[src/rtl/rmap_status_pkg.sv]
// Shared constants for the RMAP status monitor: error codes, register map, block ID.
// Also provides the error-code to sticky-flag mapping helper.
package rmap_status_pkg;

   localparam logic [7:0] ERR_SUCCESS          = 8'd0;
   localparam logic [7:0] ERR_GENERAL          = 8'd1;
   localparam logic [7:0] ERR_UNUSED_TYPE      = 8'd2;
   localparam logic [7:0] ERR_INVALID_KEY      = 8'd3;
   localparam logic [7:0] ERR_INVALID_DATA_CRC = 8'd4;
   localparam logic [7:0] ERR_EARLY_EOP        = 8'd5;
   localparam logic [7:0] ERR_TOO_MUCH_DATA    = 8'd6;
   localparam logic [7:0] ERR_EEP              = 8'd7;
   localparam logic [7:0] ERR_VERIFY_OVERRUN   = 8'd9;
   localparam logic [7:0] ERR_NOT_AUTHORISED   = 8'd10;
   localparam logic [7:0] ERR_RMW_LENGTH       = 8'd11;
   localparam logic [7:0] ERR_INVALID_LOG_ADDR = 8'd12;
   localparam logic [7:0] ERR_OTHER_MIN        = 8'd15;

   localparam logic [2:0] ADDR_WCNT     = 3'd0;
   localparam logic [2:0] ADDR_RCNT     = 3'd1;
   localparam logic [2:0] ADDR_MCNT     = 3'd2;
   localparam logic [2:0] ADDR_ECNT     = 3'd3;
   localparam logic [2:0] ADDR_ERRSTAT  = 3'd4;
   localparam logic [2:0] ADDR_ACNT     = 3'd5;
   localparam logic [2:0] ADDR_LCNT     = 3'd6;
   localparam logic [2:0] ADDR_BLOCK_ID = 3'd7;

   localparam logic [31:0] BLOCK_ID_DEFAULT = 32'h524D_5354;

   // Code 0 sets nothing; codes at or above 15 share the "other" flag.
   function automatic logic [15:0] flagOf(input logic [7:0] code);
      flagOf = '0;
      if (code >= ERR_OTHER_MIN)
         flagOf[15] = 1'b1;
      else if (code != ERR_SUCCESS)
         flagOf[code[3:0]] = 1'b1;
   endfunction

endpackage

[src/rtl/sat_counter.sv]
// Saturating event counter with synchronous clear.
// A clear coinciding with an increment leaves the counter at 1.
module sat_counter #(
   parameter int W = 16
) (
   input  logic         clk,
   input  logic         rst,
   input  logic         clr,
   input  logic         inc,
   output logic [W-1:0] cnt
);

   always_ff @(posedge clk or posedge rst) begin
      if (rst)
         cnt <= '0;
      else if (clr)
         cnt <= inc ? W'(1) : '0;
      else if (inc && (cnt != '1))
         cnt <= cnt + W'(1);
   end

endmodule

[src/rtl/rmap_status_monitor.sv]
// RMAP target status monitor: event counters, sticky error flags, irq, read port.
// Define RMAP_STATUS_AUTH_CNT_EN to build the auth-failure counters (addr 5/6).
module rmap_status_monitor
   import rmap_status_pkg::*;
#(
   parameter int          CNT_W    = 16,
   parameter logic [31:0] BLOCK_ID = BLOCK_ID_DEFAULT
) (
   input  logic        clk,
   input  logic        rst,
   input  logic [7:0]  rmapErrorCode,
   input  logic        errorIndication,
   input  logic        writeDataIndication,
   input  logic        readDataIndication,
   input  logic        rmwDataIndication,
   input  logic        addrInvalid,
   input  logic        dataLengthInvalid,
   input  logic [15:0] irq_mask,
   input  logic        rd_en,
   input  logic [2:0]  rd_addr,
   output logic [31:0] rd_data,
   output logic        rd_valid,
   input  logic        clr,
   output logic        irq
);

   logic [CNT_W-1:0] wcnt, rcnt, mcnt, ecnt;
   logic [7:0]       lastErrCode, lastCodeNext;
   logic [15:0]      errFlags, errFlagsNext;
   logic [31:0]      authAddr, authLen, regData;

   sat_counter #(.W(CNT_W)) uWcnt (
      .clk(clk), .rst(rst), .clr(clr),
      .inc(writeDataIndication), .cnt(wcnt));
   sat_counter #(.W(CNT_W)) uRcnt (
      .clk(clk), .rst(rst), .clr(clr),
      .inc(readDataIndication), .cnt(rcnt));
   sat_counter #(.W(CNT_W)) uMcnt (
      .clk(clk), .rst(rst), .clr(clr),
      .inc(rmwDataIndication), .cnt(mcnt));
   sat_counter #(.W(CNT_W)) uEcnt (
      .clk(clk), .rst(rst), .clr(clr),
      .inc(errorIndication), .cnt(ecnt));

`ifdef RMAP_STATUS_AUTH_CNT_EN
   logic [CNT_W-1:0] acnt, lcnt;

   sat_counter #(.W(CNT_W)) uAcnt (
      .clk(clk), .rst(rst), .clr(clr),
      .inc(addrInvalid), .cnt(acnt));
   sat_counter #(.W(CNT_W)) uLcnt (
      .clk(clk), .rst(rst), .clr(clr),
      .inc(dataLengthInvalid), .cnt(lcnt));

   assign authAddr = 32'(acnt);
   assign authLen  = 32'(lcnt);
`else
   logic unusedAuth;

   assign unusedAuth = addrInvalid ^ dataLengthInvalid;
   assign authAddr   = '0;
   assign authLen    = '0;
`endif

   // Clear takes effect first so a coincident error still lands.
   always_comb begin
      errFlagsNext = clr ? '0 : errFlags;
      lastCodeNext = clr ? '0 : lastErrCode;
      if (errorIndication) begin
         errFlagsNext = errFlagsNext | flagOf(rmapErrorCode);
         lastCodeNext = rmapErrorCode;
      end
   end

   always_comb begin
      regData = '0;
      unique case (rd_addr)
         ADDR_WCNT:     regData = 32'(wcnt);
         ADDR_RCNT:     regData = 32'(rcnt);
         ADDR_MCNT:     regData = 32'(mcnt);
         ADDR_ECNT:     regData = 32'(ecnt);
         ADDR_ERRSTAT:  regData = {8'h0, lastErrCode, errFlags};
         ADDR_ACNT:     regData = authAddr;
         ADDR_LCNT:     regData = authLen;
         ADDR_BLOCK_ID: regData = BLOCK_ID;
      endcase
   end

   always_ff @(posedge clk or posedge rst) begin
      if (rst) begin
         lastErrCode <= '0;
         errFlags    <= '0;
         irq         <= 1'b0;
         rd_valid    <= 1'b0;
         rd_data     <= '0;
      end else begin
         lastErrCode <= lastCodeNext;
         errFlags    <= errFlagsNext;
         irq         <= |(errFlagsNext & irq_mask);
         rd_valid    <= rd_en;
         if (rd_en)
            rd_data <= regData;
      end
   end

endmodule

[config.mk]
export PLATFORM = sky130hd
export DESIGN_NAME = rmap_status_monitor
export DESIGN_NICKNAME = d
export VERILOG_FILES = /design/src/rtl/rmap_status_pkg.sv /design/src/rtl/sat_counter.sv /design/src/rtl/rmap_status_monitor.sv
export SDC_FILE = /design/constraint.sdc
export NUM_CORES = 1
export LEC_CHECK = 0
export BUFFER_PORTS_ARGS = -buffer_cell sky130_fd_sc_hd__buf_2
export CAP_MARGIN = 25
export CORE_ASPECT_RATIO = 1.2
export CORE_MARGIN = 10
export CORE_UTILIZATION = 50
export CTS_CLUSTER_DIAMETER = 30
export CTS_CLUSTER_SIZE = 8
export DETAILED_ROUTE_END_ITERATION = 7
export HOLD_SLACK_MARGIN = 0.12
export PLACE_DENSITY = 0.74
export SLEW_MARGIN = 5
export SYNTH_ARGS = -nofsm -noshare
export SYNTH_HDL_FRONTEND = slang
export SYNTH_SLANG_ARGS = --single-unit
[constraint.sdc]
create_clock -name clk -period 4.6 [get_ports clk]
set_clock_uncertainty 0.05 [all_clocks]
set_input_delay 0.92 -clock clk [delete_from_list [all_inputs] [get_ports clk]]
set_output_delay 0.92 -clock clk [all_outputs]
set_load 0.01 [all_outputs]
======== Yosys cells after proc, flatten, opt, wreduce, memory -nomap -nowiden ========
Cells that the tools add are included.
word-level totals
  output and inout bits ................... 34
  bits in latches ......................... 0
  flip-flop bits (word level) ............. 122
  memories kept ........................... 0
  word-level logic and storage cells ...... 67
  memory bits (writable) .................. 0
  input bits .............................. 37
  memory bits (read-only) ................. 0
cells by class
  shift operators ......................... 0
  bitwise gates (word level) .............. 2
  $mul .................................... 0
  multiplexer cells ....................... 24
  add/sub/neg operators ................... 4
  equality and inequality tests ........... 11
  magnitude comparators ................... 3
  div/mod/pow operators ................... 0
  reduce and logical (&&, ||, !) cells .... 14
operator list
  cell                     count
  $pmux W32 S7             1
  $mux W16                 11
  $add A16 B1 Y16 const B  4
  $ne A16 B16 Y1 const B   4
  $mux W15                 2
  $and A16 B16 Y16         1
  $mux W8                  2
  $or A16 B16 Y16          1
  $reduce_or A16 Y1        1
  $eq A3 B3 Y1 const B     4
  $reduce_bool A2 Y1       5
  $ge A8 B4 Y1 const B     1
  $reduce_bool A8 Y1       1
  $mux W1                  7
  $eq A3 B2 Y1 const B     2
  $logic_and A1 B1 Y1      5
  $lt A4 B5 Y1 const B     1
  $demux W1 S4             1
  $ge A4 B1 Y1 const B     1
  $eq A3 B1 Y1 const B     1
  $logic_not A3 Y1         1
  $reduce_or A2 Y1         1

======== Depth between registers and ports, before layout ========
  word-level depth ........................ 11
  depth in mapped cells ................... 7
  gate-level depth less buffers ........... 5

======== Cells and area by module ========
A second synthesis with hierarchy kept.
unflattened totals
  cells, all modules ...................... 730
  area total of the unflattened synthesis .. 6677.7 um2
modules (own cells, without submodules)
  module               area an instance (um2)  cells an instance  sequential area each (um2)  instances
  sat_counter          924.6                   96                 400.4                       4
  rmap_status_monitor  2979.1                  346                1276.2                      1

======== Worst setup path before layout ========
Ideal clock, no wire load.
  path kind ............................... input to register
  from .................................... in rd_addr[1]
  to ...................................... reg rd_data[10]
  required time ........................... 4.485 ns
  path slack .............................. 2.373 ns
  arrival time ............................ 2.112 ns
  stages .................................. 6
  library setup time ...................... 0.065 ns
  path buffers ............................ 2
  cell sequence ........................... clkbuf_1 nor2_1 buf_2 a22oi_1 o221ai_1 o21a_1
between the ends
  word-level cells in the longest chain between the ends .. 3
  elaborated cells between the ends (all ways) .. 10
  classes of those cells .................. eq/ne (7); mux (1); reduce/logical (2)
ends and longest elaborated chain
  what                               RTL line                    text
  start, declared                    rmap_status_monitor.sv:20   input logic [2:0] rd_addr,
  $eq A3 B3 Y1                       rmap_status_monitor.sv:77   unique case (rd_addr)
  $reduce_or A2 Y1 (no source line)  --
  $pmux W32 S7 (*)                   rmap_status_monitor.sv:77
  end signal, assigned               rmap_status_monitor.sv:102  rd_data <= regData;
  end, declared                      rmap_status_monitor.sv:21   output logic [31:0] rd_data,
Mark *: on every way between the ends. The rest lies on a longest branch, timed or not. The select of a mux whose other input is x is not followed.
A chain may end at the register's enable or synchronous reset.

======== Final worst setup path ========
  from .................................... in rd_addr[1]
  to ...................................... reg rd_data[3]
The elaborated chain is that of the path after synthesis.

==> results.md <==
* Status: complete, no violations
* CTS hold repair buffers at 0
* Uppermost layer routed: met4
* Met3 wire length at 1.40 mm
* Syn Inst Count at 703
* Worst-path fanout max at 31
* WS Path Type: in -> reg
* RSZ-0062 raised after global routing: no
* Setup bufs post-CTS at 0
* I/O pins at between 70 and 80
* Pin count of the biggest net entering global routing at 77
* DR vias/cell at ~6.6
* R2r setup slk at 2.44 ns
* R2R depth at 5
* Crit path max-delay family: compound AO/OA/AOI/OAI gates
* IO Port Bufs at 63
* Layout Nets at 787
* Most used DFF post-synth: dfrtp_1
* Slew Viols, Final at 0
* Hold slack at around 0.32 ns
* Final Cycle Share at 53.5%
* CTS Buffer Depth at 2
* Die width at between 100 and 150 um
* Final Setup Violations at 0
* Critical Path RT at 4.91 ns
* Power Dens Cells at 364 nW/um2
* First-pass GRT wire length at slightly above 30 mm
* VDD IR max at 231 uV
* Finished Core Util at 59.1%
* CTS tree: yes
* Filler cell count at ~1.1k
* Seq/Total Area, Yosys at 43.8%
* Tmin final at about 2.5 ns
* Resize count post-CTS at 0
* Avg WL per Cell at around 20 um
* Area grow syn2layout at 15.1%
* Clock slew at reported path FFs at about 0.05 ns
* Hold Path Class: in -> async
* Largest stage delay, worst path at between 0.6 and 0.7 ns
* Fmax at 407 MHz
* Initial core utilization at 51.4%
* Critical path capture point type: flip-flop
* Total congestion overflow at 0
* Crit-path cells: buf_2 > nor2b_1 > a22oi_1 > o221ai_1 > o21a_1
* Detail Route Antenna Nets at 0
* H-tree levels at 4
* Post-Syn Area at between 6000 and 7000 um2
* Slew margin rel. at a little under half
* Core area at between 10000 and 15000 um2
* Commonest non-fill, non-tap cell in the layout: dfrtp_1
* Vias in the first global route at 5774
* Post-synthesis area per instance at slightly above 9 um2
* Max_cap viols at 0
* Routed wl met2 at ~9 mm
* Detailed placer's ending HPWL at 13.1 mm
* Row Count at 45
* CP Data Arrival Time at 2.77 ns
* Setup_tns at 0 ns
* Total GRT Usage at around a fifth
* Critical Path Source Type: primary input
* Worst-skew pair later-pin latency at ~0.43 ns
* Die area at about 18000 um2
* Clock tree sinks at between 100 and 150
* Synth Register Bits at ~120
* Die height at about 150 um
* Worst slew pin tran at 0.791 ns
* Drt drc at 0
* Leak Pwr at between 3 and 4 nW
* Synth area leader: dfrtp_1
* Leading post-synthesis cells by cell area: dfrtp_1, a21oi_1, a22oi_1
* Top cell type's share of synthesized area at a little over two fifths
* Yosys warning count at 0
* CP max stage cell: nor2b_1
* Initial antenna violation count at 1
* Fraction of layout cells with a size suffix above 1 at 17.8%
* Post-Route M1 WL at 7.63 mm
* Root Buffer: clkbuf_16
* Number of synthesized flops with an enable pin at 0
* Worst r2r src: uMcnt.cnt[3]
* Routed WL at roughly 19 mm
* Most frequent cells in the layout: dfrtp_1, buf_2, a21oi_1, nand2_1, inv_1
* Final Hold Fails at 0
* 1st-iter DRT viols at 767
* Sequential standard cell area at between 2000 and 3000 um2
* Gp weighted congestion at 0.912
* TritonCTS Buffers at 17
* Multi-input logic area at 3290 um2
* Async SR Flop Fraction at 100%
* Pre-antenna DRT Iters at 6
* Crit path buf inv count at 1
* Cell variety after synth at 63
* Worst R2R End: uMcnt.cnt[11]
* Via Count at approximately 6.1k
-- state kept, by name (all words and copies together), names as in the netlist --
signal and cells:
uWcnt.cnt 16, uRcnt.cnt 16, rd_data 25, uEcnt.cnt 16, errFlags 16, rd_valid 1
lastErrCode 8, irq 1, uMcnt.cnt 16
-- through the flow --
stage | instances | area [um2] | power [W] | setup slack, ns
3_3_place_gp | 888 | 6880 | 0.00133 | 1.65
4_1_cts | 920 | 7520 | 0.00276 | 2.01
5_1_grt | 924 | 7560 | 0.00285 | 2.02
6_report | 924 | 7560 | 0.00275 | 2.14
3_5_place_dp | 888 | 6880 | 0.00133 | 1.58
2_1_floorplan | 707 | 6580 | 0.00126 | 0.586
-- how the worst max path moves through the flow --
stage | start | end | slack (ns) | cells after the start
floorplan | rst | errFlags[0] | 0.59 | 1
global placement | rd_addr[0] | rd_data[11] | 1.65 | 5
detailed placement | rd_addr[0] | rd_data[11] | 1.58 | 5
CTS | rd_addr[0] | rd_data[11] | 2.01 | 5
global route | rd_addr[1] | rd_data[15] | 2.02 | 5
finish | rd_addr[1] | rd_data[3] | 2.14 | 5
-- per-layer routing --
metal,vias up,track usage [%]
li1,2810,-
met1,2995,25.2
met2,285,32.8
met3,34,4.15
met4,0,8.11
met5,-,0
-- synthesized netlist by cell type, types with 4 or more instances --
cell type,number
o21ai_0,28
o41ai_1,6
or4_1,22
clkbuf_1,37
and3_1,7
mux2i_1,5
nor2_1,27
o221ai_1,13
nor2b_1,10
o21a_1,12
o31ai_1,23
ha_1,4
o311ai_0,6
and4_1,8
a31oi_1,6
dfrtp_1,115
nand4_1,26
o2bb2ai_1,12
nand2_1,47
mux2_2,15
a211oi_1,4
buf_4,10
or2_2,5
nor3b_1,7
o2111ai_1,5
inv_1,33
or3_1,17
nor4_1,15
nor3_1,7
a21oi_1,56
a22oi_1,26
o22ai_1,11
nand3_1,29
nand2b_1,4
-- kinds of logic after synthesis --
logic type | after synthesis | share of synthesized area, %
flops | 115 | 43.8
simple gates | 245 | 21.3
mux | 21 | 3.68
compound gates | 229 | 24.0
fa+ha+maj | 4 | 0.762
other cells | 1 | 0.0571
buf+inv | 88 | 6.34
-- power breakdown --
group          total, W  switching (W)  internal [W]
logic          0.000240       0.000154     0.0000864
registers       0.00108      0.0000352       0.00105
clock network   0.00143       0.000466      0.000960
-- cell type report --
type / instances / share of cell area (%)
inverters: 34 / 1.72
multi-input cells: 504 / 43.5
diodes: 1 / 0.0331
well taps: 164 / 2.71
clock inverters: 9 / 1.99
clock buffers: 23 / 6.46
flip-flops and latches: 115 / 38.1
repair buffers: 74 / 5.50
(Power assumes the default switching activity.)
